$ cat src/rtl/cdc_pkg.sv
// Shared constants for the fast-domain pulse throttle and its handshake synchronizer.
// Holds the FSM state encoding, the default gap and the round-trip sizing helper.
package cdc_pkg;

    typedef enum logic {
        ST_IDLE = 1'b0,
        ST_GAP  = 1'b1
    } state_e;

    localparam int unsigned GAP_CYCLES_DEF = 16;

    // Minimum safe gap for a handshake round trip; ratio_ceil = ceil(T_clk_s / T_clk_f).
    function automatic int unsigned gap_cycles_for(input int unsigned ratio_ceil);
        return 4 * ratio_ceil + 4;
    endfunction

endpackage

$ cat src/rtl/pulse_event_throttle_if.sv
// Event/status bundle between the throttle and its producer/status logic.
interface pulse_event_throttle_if #(
    parameter int unsigned CNT_W = 4
);
    logic             evt_in;
    logic             clr;
    logic             pulse_out;
    logic [CNT_W-1:0] pending;
    logic             busy;
    logic             overflow;

    modport master (
        output evt_in, clr,
        input  pulse_out, pending, busy, overflow
    );

    modport slave (
        input  evt_in, clr,
        output pulse_out, pending, busy, overflow
    );
endinterface

$ cat src/rtl/sat_updown_cnt.sv
// Saturating up/down counter with synchronous clear; sat_hit_c flags an increment lost at max.
module sat_updown_cnt #(
    parameter int unsigned W = 4
) (
    input  logic         clk_f,
    input  logic         rst_n,
    input  logic         inc,
    input  logic         dec,
    input  logic         clr,
    output logic [W-1:0] cnt,
    output logic         sat_hit_c
);
    localparam logic [W-1:0] CNT_MAX = '1;

    logic [W-1:0] cnt_d, cnt_q;

    // Simultaneous inc and dec cancel, so a full counter with a concurrent dec never saturates.
    always_comb begin
        cnt_d     = cnt_q;
        sat_hit_c = 1'b0;
        if (clr) begin
            cnt_d = '0;
        end else if (inc && !dec) begin
            if (cnt_q == CNT_MAX) begin
                sat_hit_c = 1'b1;
            end else begin
                cnt_d = cnt_q + W'(1);
            end
        end else if (dec && !inc) begin
            cnt_d = cnt_q - W'(1);
        end
    end

    always_ff @(posedge clk_f or negedge rst_n) begin
        if (!rst_n) begin
            cnt_q <= '0;
        end else begin
            cnt_q <= cnt_d;
        end
    end

    assign cnt = cnt_q;
endmodule

$ cat src/rtl/pulse_event_throttle.sv
// Buffers incoming event strobes and re-issues them as single-cycle pulses spaced
// GAP_CYCLES apart, so the downstream pulse handshake never merges two events.
module pulse_event_throttle
    import cdc_pkg::*;
#(
    parameter int unsigned CNT_W      = 4,
    parameter int unsigned GAP_CYCLES = GAP_CYCLES_DEF
) (
    input  logic                   clk_f,
    input  logic                   rst_n,
    pulse_event_throttle_if.slave  bus
);
    localparam int unsigned        GAP_W    = $clog2(GAP_CYCLES + 1);
    localparam logic [GAP_W-1:0]   GAP_LOAD = GAP_W'(GAP_CYCLES - 2);

    state_e             state_q, state_d;
    logic [GAP_W-1:0]   gap_cnt_q, gap_cnt_d;
    logic               pulse_out_q, pulse_out_d;
    logic               busy_q, busy_d;
    logic               overflow_q, overflow_d;
    logic [CNT_W-1:0]   pending;
    logic               emit_c;
    logic               sat_hit_c;

    // Emit whenever backlog exists and the previous pulse plus its gap are over.
    assign emit_c = !bus.clr && (pending != '0) && !pulse_out_q &&
                    ((state_q == ST_IDLE) || (gap_cnt_q == '0));

    sat_updown_cnt #(
        .W (CNT_W)
    ) u_pending (
        .clk_f     (clk_f),
        .rst_n     (rst_n),
        .inc       (bus.evt_in),
        .dec       (emit_c),
        .clr       (bus.clr),
        .cnt       (pending),
        .sat_hit_c (sat_hit_c)
    );

    // The cycle pulse_out is high counts toward the gap, so the counter holds there.
    always_comb begin
        state_d     = state_q;
        gap_cnt_d   = gap_cnt_q;
        pulse_out_d = 1'b0;
        case (state_q)
            ST_IDLE: begin
                if (emit_c) begin
                    pulse_out_d = 1'b1;
                    gap_cnt_d   = GAP_LOAD;
                    state_d     = ST_GAP;
                end
            end
            ST_GAP: begin
                if (!pulse_out_q) begin
                    if (gap_cnt_q != '0) begin
                        gap_cnt_d = gap_cnt_q - GAP_W'(1);
                    end else if (emit_c) begin
                        pulse_out_d = 1'b1;
                        gap_cnt_d   = GAP_LOAD;
                    end else begin
                        state_d = ST_IDLE;
                    end
                end
            end
        endcase
        busy_d     = pulse_out_d | (state_d == ST_GAP);
        overflow_d = bus.clr ? 1'b0 : (overflow_q | sat_hit_c);
    end

    always_ff @(posedge clk_f or negedge rst_n) begin
        if (!rst_n) begin
            state_q     <= ST_IDLE;
            gap_cnt_q   <= '0;
            pulse_out_q <= 1'b0;
            busy_q      <= 1'b0;
            overflow_q  <= 1'b0;
        end else begin
            state_q     <= state_d;
            gap_cnt_q   <= gap_cnt_d;
            pulse_out_q <= pulse_out_d;
            busy_q      <= busy_d;
            overflow_q  <= overflow_d;
        end
    end

    assign bus.pulse_out = pulse_out_q;
    assign bus.pending   = pending;
    assign bus.busy      = busy_q;
    assign bus.overflow  = overflow_q;
endmodule

$ cat src/flat_wrapper.sv
// flat-port wrapper written by rule: the top's interface ports become plain ports
module pulse_event_throttle_flat import cdc_pkg::*;
#(
    parameter int unsigned CNT_W      = 4,
    parameter int unsigned GAP_CYCLES = GAP_CYCLES_DEF
)
  (clk_f, rst_n, bus_evt_in, bus_clr, bus_pulse_out, bus_pending, bus_busy, bus_overflow);
  pulse_event_throttle_if #(.CNT_W(CNT_W)) bus_i ();
  input  logic clk_f;
  input  logic rst_n;
  input wire logic [$bits(bus_i.evt_in)-1:0] bus_evt_in;
  input wire logic [$bits(bus_i.clr)-1:0] bus_clr;
  output wire logic [$bits(bus_i.pulse_out)-1:0] bus_pulse_out;
  output wire logic [$bits(bus_i.pending)-1:0] bus_pending;
  output wire logic [$bits(bus_i.busy)-1:0] bus_busy;
  output wire logic [$bits(bus_i.overflow)-1:0] bus_overflow;
  assign bus_i.evt_in = bus_evt_in;
  assign bus_i.clr = bus_clr;
  assign bus_pulse_out = bus_i.pulse_out;
  assign bus_pending = bus_i.pending;
  assign bus_busy = bus_i.busy;
  assign bus_overflow = bus_i.overflow;
  pulse_event_throttle #(.CNT_W(CNT_W), .GAP_CYCLES(GAP_CYCLES)) u_core (.clk_f(clk_f), .rst_n(rst_n), .bus(bus_i));
endmodule
$ cat config.mk
export PLATFORM = sky130hd
export DESIGN_NAME = pulse_event_throttle_flat
export DESIGN_NICKNAME = d
export VERILOG_FILES = /design/src/rtl/cdc_pkg.sv /design/src/rtl/pulse_event_throttle_if.sv /design/src/rtl/sat_updown_cnt.sv /design/src/rtl/pulse_event_throttle.sv /design/src/flat_wrapper.sv
export SDC_FILE = /design/constraint.sdc
export NUM_CORES = 1
export LEC_CHECK = 0
export CAP_MARGIN = 30
export CORE_AREA = 2 2 42 44
export CTS_CLUSTER_DIAMETER = 120
export DETAILED_ROUTE_END_ITERATION = 10
export DIE_AREA = 0 0 44 46
export GPL_ROUTABILITY_DRIVEN = 1
export PLACE_DENSITY = 0.78
export SLEW_MARGIN = 30
export SYNTH_ARGS = -nofsm -noshare
export SYNTH_HDL_FRONTEND = slang
export SYNTH_SLANG_ARGS = --single-unit
$ cat constraint.sdc
create_clock -name clk_f -period 4.4 [get_ports clk_f]
set_input_delay 0.66 -clock clk_f [delete_from_list [all_inputs] [get_ports clk_f]]
set_output_delay 0.66 -clock clk_f [all_outputs]
set_load 0.05 [all_outputs]
; After elaboration in Yosys (flattened, before gate mapping)
; Cells that the tools add are included.
[word_totals]
out_inout_bits = 7
register_bits = 13
[op_classes]
reduce_logical = 15
add_sub_neg = 3
bitwise = 3
eq_ne = 3
muxes = 19
[ops]
columns = operator, n
row1 = 2-to-1 mux 4 bit, 4
row2 = 2-to-1 mux 5 bit, 3
row3 = one-hot mux 5 bit (2 select lines), 1
row4 = 2-to-1 mux 1 bit, 9
row5 = logical AND 1 bit, 5
row6 = logical NOT 5 bit, 1
row7 = nonzero test 5 bit, 1
row8 = "subtractor 5 x 1 -> 5 bit, second input constant", 1
row9 = "adder 4 x 1 -> 4 bit, second input constant", 1
row10 = "== test 4 bit, second input constant", 1
row11 = logical NOT 1 bit, 4
row12 = one-hot mux 1 bit (2 select lines), 2
row13 = nonzero test 4 bit, 1
row14 = "subtractor 4 x 1 -> 4 bit, second input constant", 1
row15 = "!= test 3 bit, second input constant", 1
row16 = nonzero test 3 bit, 1
row17 = "!= test 2 bit, second input constant", 1
row18 = OR 1 bit, 2
row19 = AND reduction 2 bit, 1
row20 = logical OR 1 bit, 1
row21 = inverter 1 bit, 1

; Depth between registers and ports, before layout
; Gate-level depths: netlist of the first run.
[depth]
ltp_word = 10
depth_mapped = 12

; Hierarchy
; A second synthesis of the first run with hierarchy kept.
[hier_totals]
cells_unflattened = 74
hier_area_um2 = 724.4
[modules_own_cells]
columns = module, seq_area_each_um2, cells_per_inst, area_each_um2, instances
row1 = pulse_event_throttle, 225.2, 42, 421.7, 1
row2 = sat_updown_cnt, 100.1, 32, 302.8, 1

; Worst setup path before layout of the first run
; Ideal clock, no wire load.
[synth_timing]
path_type = register -> register
start = reg u_core.u_pending.cnt_q[0] (netlist: u_core.u_pending.cnt[0])
end = reg u_core.u_pending.cnt_q[3] (netlist: u_core.u_pending.cnt[3])
path_stages_with_launch = 11
t_arrival_ps = 2543
slack_ps = 1721
synth_period_minus_slack_ps = 2679
required_ps = 4264
n_path_buf = 0
path_cell_list = dfrtp_1 > nor4_1 > nor3_1 > nand2_1 > nand2_1 > ha_1 > o21a_1 > a311o_2 > o22ai_1 > or3_1 > o211ai_1
[synth_via]
elab_chain_cells = 8
elab_cells_between_ends = 17
classes_between = add/sub: 2 / eq/ne: 2 / mux: 4 / reduce/logical: 9
[synth_lines]
columns = element, line
row1 = from (decl), sat_updown_cnt.sv:15  ; logic [W-1:0] cnt_d, cnt_q;
row2 = from (signal assigned), sat_updown_cnt.sv:38  ; cnt_q <= cnt_d;
row3 = "parallel branches: the longest is 8 deep, another holds subtractor 4 x 1 -> 4 bit", --
; Parallel ways; which one is timed is not known. The select of a mux whose other input is x is not followed.
; A chain may end at the register's enable or synchronous reset.

; Worst setup path after layout of the first run
[layout_timing]
start = in bus_clr
end = reg u_core.u_pending.cnt_q[3] (netlist: u_core.u_pending.cnt[3])
[layout_via]
elab_chain_cells = 8
elab_cells_between_ends = 12
classes_between = eq/ne: 1 / mux: 2 / reduce/logical: 9
[layout_lines]
columns = element, line
row1 = from (decl), flat_wrapper.sv:12  ; input wire logic [$bits(bus_i.clr)-1:0] bus_clr;
row2 = logical NOT 1 bit, pulse_event_throttle.sv:26  ; assign emit_c = !bus.clr && (pending != '0) && !pulse_out_q &&
row3 = logical AND 1 bit (3 in a row), pulse_event_throttle.sv:26
row4 = logical NOT 1 bit, sat_updown_cnt.sv:23  ; end else if (inc && !dec) begin
row5 = logical AND 1 bit, sat_updown_cnt.sv:23
row6 = != test 3 bit (no line) (tied with other cells), --
row7 = AND reduction 2 bit (no line) / 2-to-1 mux 4 bit (equally long branches), --
; Several ways; a longest one is shown, not always the timed one.

==> flow_metrics.env, run 1 <==
export IMPL_synth_xor_area_frac=0.0413
export IMPL_seqCellArea_sq_um=325
export IMPL_crit_buf_inv=1
export IMPL_drive_above_1_share=0.101
export IMPL_grt_pass1_vias=622
export IMPL_finalNetCount=108
export IMPL_cts_resized_gates=0
export IMPL_worstPathMaxFanout=10
export IMPL_grt_overflow_total=0
export IMPL_slowest_stage="clkdlybuf4s50_1"
export IMPL_synth_top_area_share=0.398
export IMPL_synth_ff_type="dfrtp_1"
export IMPL_grt_pass1_wl_um=2720
export IMPL_ctsRootBufferMaster="clkbuf_4"
export IMPL_ant_nets=0
export IMPL_dieWidth_um=44
export IMPL_yosysUniqueCellTypes=35
export IMPL_synthSimpleGateAreaFrac=0.193
export IMPL_netlist_instances=89
export IMPL_drcViolationCount=0
export IMPL_finalCritPeriodShare=0.651
export IMPL_synth_largest_area_cell="dfrtp_1"
export IMPL_critPathMaxStageDelay_ns=0.59
export IMPL_cp_cell_sequence="clkdlybuf4s50_1 > nor3_1 > nand2_1 > nand2_1 > ha_1 > o21a_1 > a311o_2 > o22ai_1 > or3_1 > o211ai_1"
export IMPL_grt_use_total=0.189
export IMPL_synth_top_family_by_area="compound AO/OA/AOI/OAI gates"
export IMPL_synth_compound_area_frac=0.206
export IMPL_syn_num_nets=97
export IMPL_peakVddDrop_uv=349
export IMPL_fin_worst_skew_ns=0.0120
export IMPL_crit_arrival_ns=3.02
export IMPL_seq_area_frac_synth=0.398
export IMPL_die_h_um=46
export IMPL_synthMuxAreaShare=0.0443
export IMPL_synthTopCellsByArea="dfrtp_1 (40%), ha_1 (6.1%), nand2_1 (5.0%), nor2_1 (4.1%), inv_1 (3.2%)"
export IMPL_start_util=0.507
export IMPL_place_ws_ns=1.22
export IMPL_grt_max_degree=14
export IMPL_core_rowCount=15
export IMPL_worst_pin_slew_ns=0.589
export IMPL_finalSetupViolCount=0
export IMPL_ys_warn_count=0
export IMPL_drt_iter0_markers=8
export IMPL_clock_sinks=13
export IMPL_dp_cells=112
export IMPL_async_flop_share=1.00
export IMPL_placement_io_buffers=10
export IMPL_fillerInstances=140
export IMPL_core_area_sq_mm=0.00161
export IMPL_critPathTopFamily="simple AND/OR/NAND/NOR gates"
export IMPL_start_kind="primary input"
export IMPL_final_cells=116
export IMPL_clk_latency_ns=0.27
export IMPL_power_density_mw_per_mm2=682
export IMPL_numCtsBuffers=3
export IMPL_synth_common_cells="dfrtp_1 (13), nand2_1 (11), nor2_1 (9)"
export IMPL_n_antenna_cell=0
export IMPL_synth_most_common_cell="dfrtp_1"
export IMPL_routabilityCongestion=0.909
export IMPL_leakage_uw=0.000406
export IMPL_ctsLongestPathBuffers=2
export IMPL_ios=11
export IMPL_cts_hold_buf=0
export IMPL_critPathMostFrequentCell="nand2_1"
export IMPL_antenna_found_initial=0
export IMPL_cts_setup_buffers=0
export IMPL_route_vias_total=679
export IMPL_htree_num_levels=1
export IMPL_clk_pin_slew_ns=0.09
export IMPL_synth_edf_count=0
export IMPL_fmax_mhz=349
export IMPL_hold_class="flip-flop to flip-flop"
export IMPL_wl_per_cell_um=14.0
export IMPL_finalMaxSlewViolations=0
export IMPL_rsz0062_at_grt="false"
export IMPL_min_period_ns=2.86
export IMPL_drv_cap=0
export IMPL_die_area_sq_mm=0.00202
export IMPL_synthAdderAreaFrac=0.0612
export IMPL_synth_seq_cells=13
export IMPL_maxSlewHeadroom=0.606
export IMPL_status="finished clean"
export IMPL_syn_area_sq_um=818
export IMPL_setup_ws_ns=1.54
export IMPL_dpl_hpwl_um=1220
export IMPL_wl_um=1630
export IMPL_multiInputGateArea_sq_um=447
export IMPL_endpoint_kind="flip-flop"
export IMPL_crit_type="primary input to flip-flop"
export IMPL_cts_tree="yes"
export IMPL_fin_setup_tns_ns=0
export IMPL_worstPathRequired_ns=4.56
export IMPL_drtPass1Iterations=4
export IMPL_vias_per_cell=5.85
export IMPL_hold_violations=0
export IMPL_syn_avg_cell_area_sq_um=9.19
export IMPL_synthToLayoutAreaGrowth_pct=15.6
[worst reg2reg max path, cell delays in order (launching register included)]
cell and delay (ns):
dfrtp_1 0.40, inv_1 0.12, ha_1 0.15, or4b_4 0.48
nand2_1 0.21, nand2_1 0.12, nand2_1 0.13, ha_1 0.27
o21a_1 0.11, a311o_2 0.34, o22ai_1 0.20, or3_1 0.14
o211ai_1 0.08
[placed cells by master, fill, tap and decap left out, drive strengths merged, types with 2 or more instances in the layout]
cell type and n:
nor2 9, clkdlybuf4s50 10, mux2 2, nor3 4, nand4 2, o22ai 2, o21ai 5, o21a 2
nand2 11, clkbuf 4, ha 4, nor4 2, a21oi 3, a2bb2oi 3, dfrtp 13, xor2 2
inv 7
[stage by stage]
stage	area, sq um	utilization	power, uW	hold slack, ns
floorplan	818	-	485	0.364
global placement	920	0.570	564	0.490
detailed placement	920	0.570	577	0.488
CTS	946	0.586	653	0.515
global route	946	0.586	702	0.548
finish	946	0.586	645	0.504
[flip-flops by register name, indices dropped and copies added, names as in the netlist]
signal,cells
u_core.u_pending.cnt,4
u_core.bus.pulse_out,1
u_core.state_q,1
u_core.bus.busy,1
u_core.gap_cnt_q,5
u_core.bus.overflow,1
[where the power goes]
part	internal [uW]	total (uW)	leakage, uW	switching, uW
Clock	35.1	73.8	0.0000150	38.8
Combinational	148	340	0.000235	192
Sequential	165	232	0.000156	66.3
Total	348	645	0.000406	297
[metal layers]
layer / vias to the layer above / global-route usage / share of wire
li1: 342 / - / -
met5: - / 0 / 0
met2: 12 / 0.335 / 0.50
met4: 0 / 0.109 / 0.017
met3: 4 / 0.0238 / 0.023
met1: 321 / 0.217 / 0.46
[path summary, 6_finish.rpt]
path | startpoint | to | slack [ns] | depth (start not counted)
max in group asynchronous | rst_n | u_core.gap_cnt_q[1] | 3.25 | 1
worst min-delay path | u_core.bus.overflow | u_core.bus.overflow | 0.50 | 1
worst max register to register | u_core.gap_cnt_q[0] | u_core.u_pending.cnt[3] | 1.54 | 12
worst min register to register | u_core.bus.overflow | u_core.bus.overflow | 0.50 | 1
worst max-delay path | bus_clr | u_core.u_pending.cnt[3] | 1.54 | 10
min in group asynchronous | rst_n | u_core.u_pending.cnt[0] | 0.75 | 1
[cell families after synthesis]
family | count (synthesis)
AND/OR/NAND/NOR | 33
AO/OA/AOI/OAI | 22
flip-flops | 13
buffers and inverters | 11
adder cells (fa/ha/maj) | 4
XOR/XNOR | 3
multiplexers | 3
[area by class of cell]
class,instances,area share
repair buffers,10,0.106
inverters,7,0.0278
clock buffers,4,0.0278
well taps,17,0.0225
flip-flops and latches,13,0.344
multi-input cells,65,0.472
Power figures use the tool's default switching activity.
==> run 2: changes to the inputs <==
- CORE_AREA: 2 2 42 44 -> 2 2 45 47
- DIE_AREA: 0 0 44 46 -> 0 0 47 49
- PLACE_DENSITY: 0.78 -> 0.71
- clock period: 4.4 -> 2.41 ns (I/O delays scaled with it)
==> run 2 against run 1 <==
  * The run now ends with setup timing left
  * First-iteration DRC count increased by 75%
  * Largest cell class unchanged
  * Final cell count increased by 26%
  * Hold slack got worse by 0.037 ns
  * Sequential share of layout area decreased by 6.8 points
  * Clock-buffer cell count unchanged
==> flow_metrics.env, run 2 (same netlist as run 1, synthesis figures left out) <==
export IMPL_status="finished, violations left"
export IMPL_violations="setup timing"
export IMPL_grt_pass1_vias=775
export IMPL_drive_above_1_share=0.378
export IMPL_setup_ws_ns=-0.00655
export IMPL_htree_num_levels=1
export IMPL_min_period_ns=2.42
export IMPL_ios=11
export IMPL_clock_sinks=13
export IMPL_maxSlewHeadroom=0.578
export IMPL_die_h_um=49
export IMPL_drv_cap=0
export IMPL_peakVddDrop_uv=823
export IMPL_finalSetupViolCount=1
export IMPL_finalPower_uw=1470
export IMPL_start_kind="flip-flop"
export IMPL_hold_class="primary input to async pin"
export IMPL_wl_um=2040
export IMPL_antenna_found_initial=0
export IMPL_crit_arrival_ns=2.58
export IMPL_n_antenna_cell=0
export IMPL_crit_type="flip-flop to flip-flop"
export IMPL_route_vias_total=775
export IMPL_grt_overflow_total=0
export IMPL_die_area_sq_mm=0.00230
export IMPL_numCtsBuffers=3
export IMPL_fin_worst_skew_ns=0.00299
export IMPL_grt_pass1_wl_um=3350
export IMPL_finalNetCount=128
export IMPL_timing_rr_start="u_core.gap_cnt_q[0]"
export IMPL_rsz0062_at_grt="true"
export IMPL_worst_pin_slew_ns=0.631
export IMPL_endpoint_kind="flip-flop"
export IMPL_dieWidth_um=47
export IMPL_cts_tree="yes"
export IMPL_start_util=0.444
export IMPL_clk_latency_ns=0.28
export IMPL_dpl_hpwl_um=1410
export IMPL_finalCritPeriodShare=1.00
export IMPL_startpoint="u_core.gap_cnt_q[0]"
export IMPL_grt_max_degree=14
export IMPL_clk_pin_slew_ns=0.08
export IMPL_worstPathMaxFanout=3
export IMPL_grt_use_total=0.200
export IMPL_regMostFlops="u_core.gap_cnt_q"
export IMPL_ant_nets=0
export IMPL_fmax_mhz=414
export IMPL_routabilityCongestion=0.864
export IMPL_power_density_mw_per_mm2=1230
export IMPL_ctsLongestPathBuffers=2
export IMPL_vias_per_cell=5.31
export IMPL_drt_iter0_markers=14
export IMPL_core_rowCount=16
export IMPL_drtPass1Iterations=5
export IMPL_core_area_sq_mm=0.00184
export IMPL_worstPathRequired_ns=2.57
export IMPL_finalMaxSlewViolations=0
export IMPL_final_cell_mix="buf_4 (20), dfrtp_1 (11), clkdlybuf4s50_1 (10)"
export IMPL_largest_reg_flops=5
export IMPL_whs_ns=0.468
export IMPL_place_ws_ns=-0.0724
export IMPL_synthToLayoutAreaGrowth_pct=45.3
export IMPL_hold_violations=0
export IMPL_layout_commonest_cell="buf_4"
export IMPL_drcViolationCount=0
export IMPL_ctsRootBufferMaster="clkbuf_4"
export IMPL_placement_io_buffers=10
export IMPL_wl_per_cell_um=14.0
export IMPL_leakage_uw=0.000511
## run 2: cell count changes in the layout (fill, tap and decap cells not counted), sizes merged
cell  previous run  this run
buf              0        20
## run 2: repair_timing
item / in CTS / in global routing
gates resized for setup: 5 / 2
setup buffers: 3 / 1
pin swaps: 3 / 2
hold buffers: 0 / 0
endpoints found under the setup margin: 1 / 2
## run 2: per-layer routing
layer | global-route usage | vias to the layer above | routed length (um)
li1 | - | 384 | -
met1 | 0.250 | 372 | 852
met2 | 0.326 | 15 | 1100
met3 | 0.0444 | 4 | 60
met4 | 0.0694 | 0 | 23
met5 | 0 | - | 0
## run 2: through the flow
stage                     TNS (ns)  utilization  cells  area (sq um)
after floorplan            -0.0266            -     89           867
after detailed placement   -0.0724        0.598    138          1100
final                     -0.00655        0.645    146          1190
after global placement     -0.0698        0.598    138          1100
after global routing        -0.160        0.645    146          1190
after CTS                  -0.0182        0.637    145          1170
## run 2: final timing paths
kind / end / depth (start not counted) / slack [ns]
worst max register to register: u_core.u_pending.cnt[3] / 12 / -0.007
worst min-delay path: u_core.u_pending.cnt[3] / 1 / 0.47
worst max-delay path: u_core.u_pending.cnt[3] / 12 / -0.007
min in group clk_f: u_core.bus.overflow / 1 / 0.51
max in group asynchronous: u_core.u_pending.cnt[1] / 1 / 1.50
worst min register to register: u_core.bus.overflow / 1 / 0.51
## run 2: area by class of cell
class	count	area (sq um)
clock buffer	4	26.3
fill	172	653
inverter	7	26.3
multi-input combinational	65	524
sequential	13	328
tap	27	33.8
timing repair buffer	30	250
## run 2: power by group
part	switching (uW)	internal, uW	total (uW)
combinational	467	453	920
sequential	101	305	406
clock	75.3	64.3	140
total	644	822	1470
## run 2: worst max-delay path: stages, from the launching register on
cell and delay, ns:
dfrtp_1 0.39, inv_2 0.08, ha_4 0.13, or4b_4 0.47, nand2_4 0.09, nand2_4 0.06, nand2_4 0.09, ha_4 0.20
o21a_1 0.10, a311o_2 0.31, o22ai_2 0.16, or3_1 0.13, o211ai_1 0.08
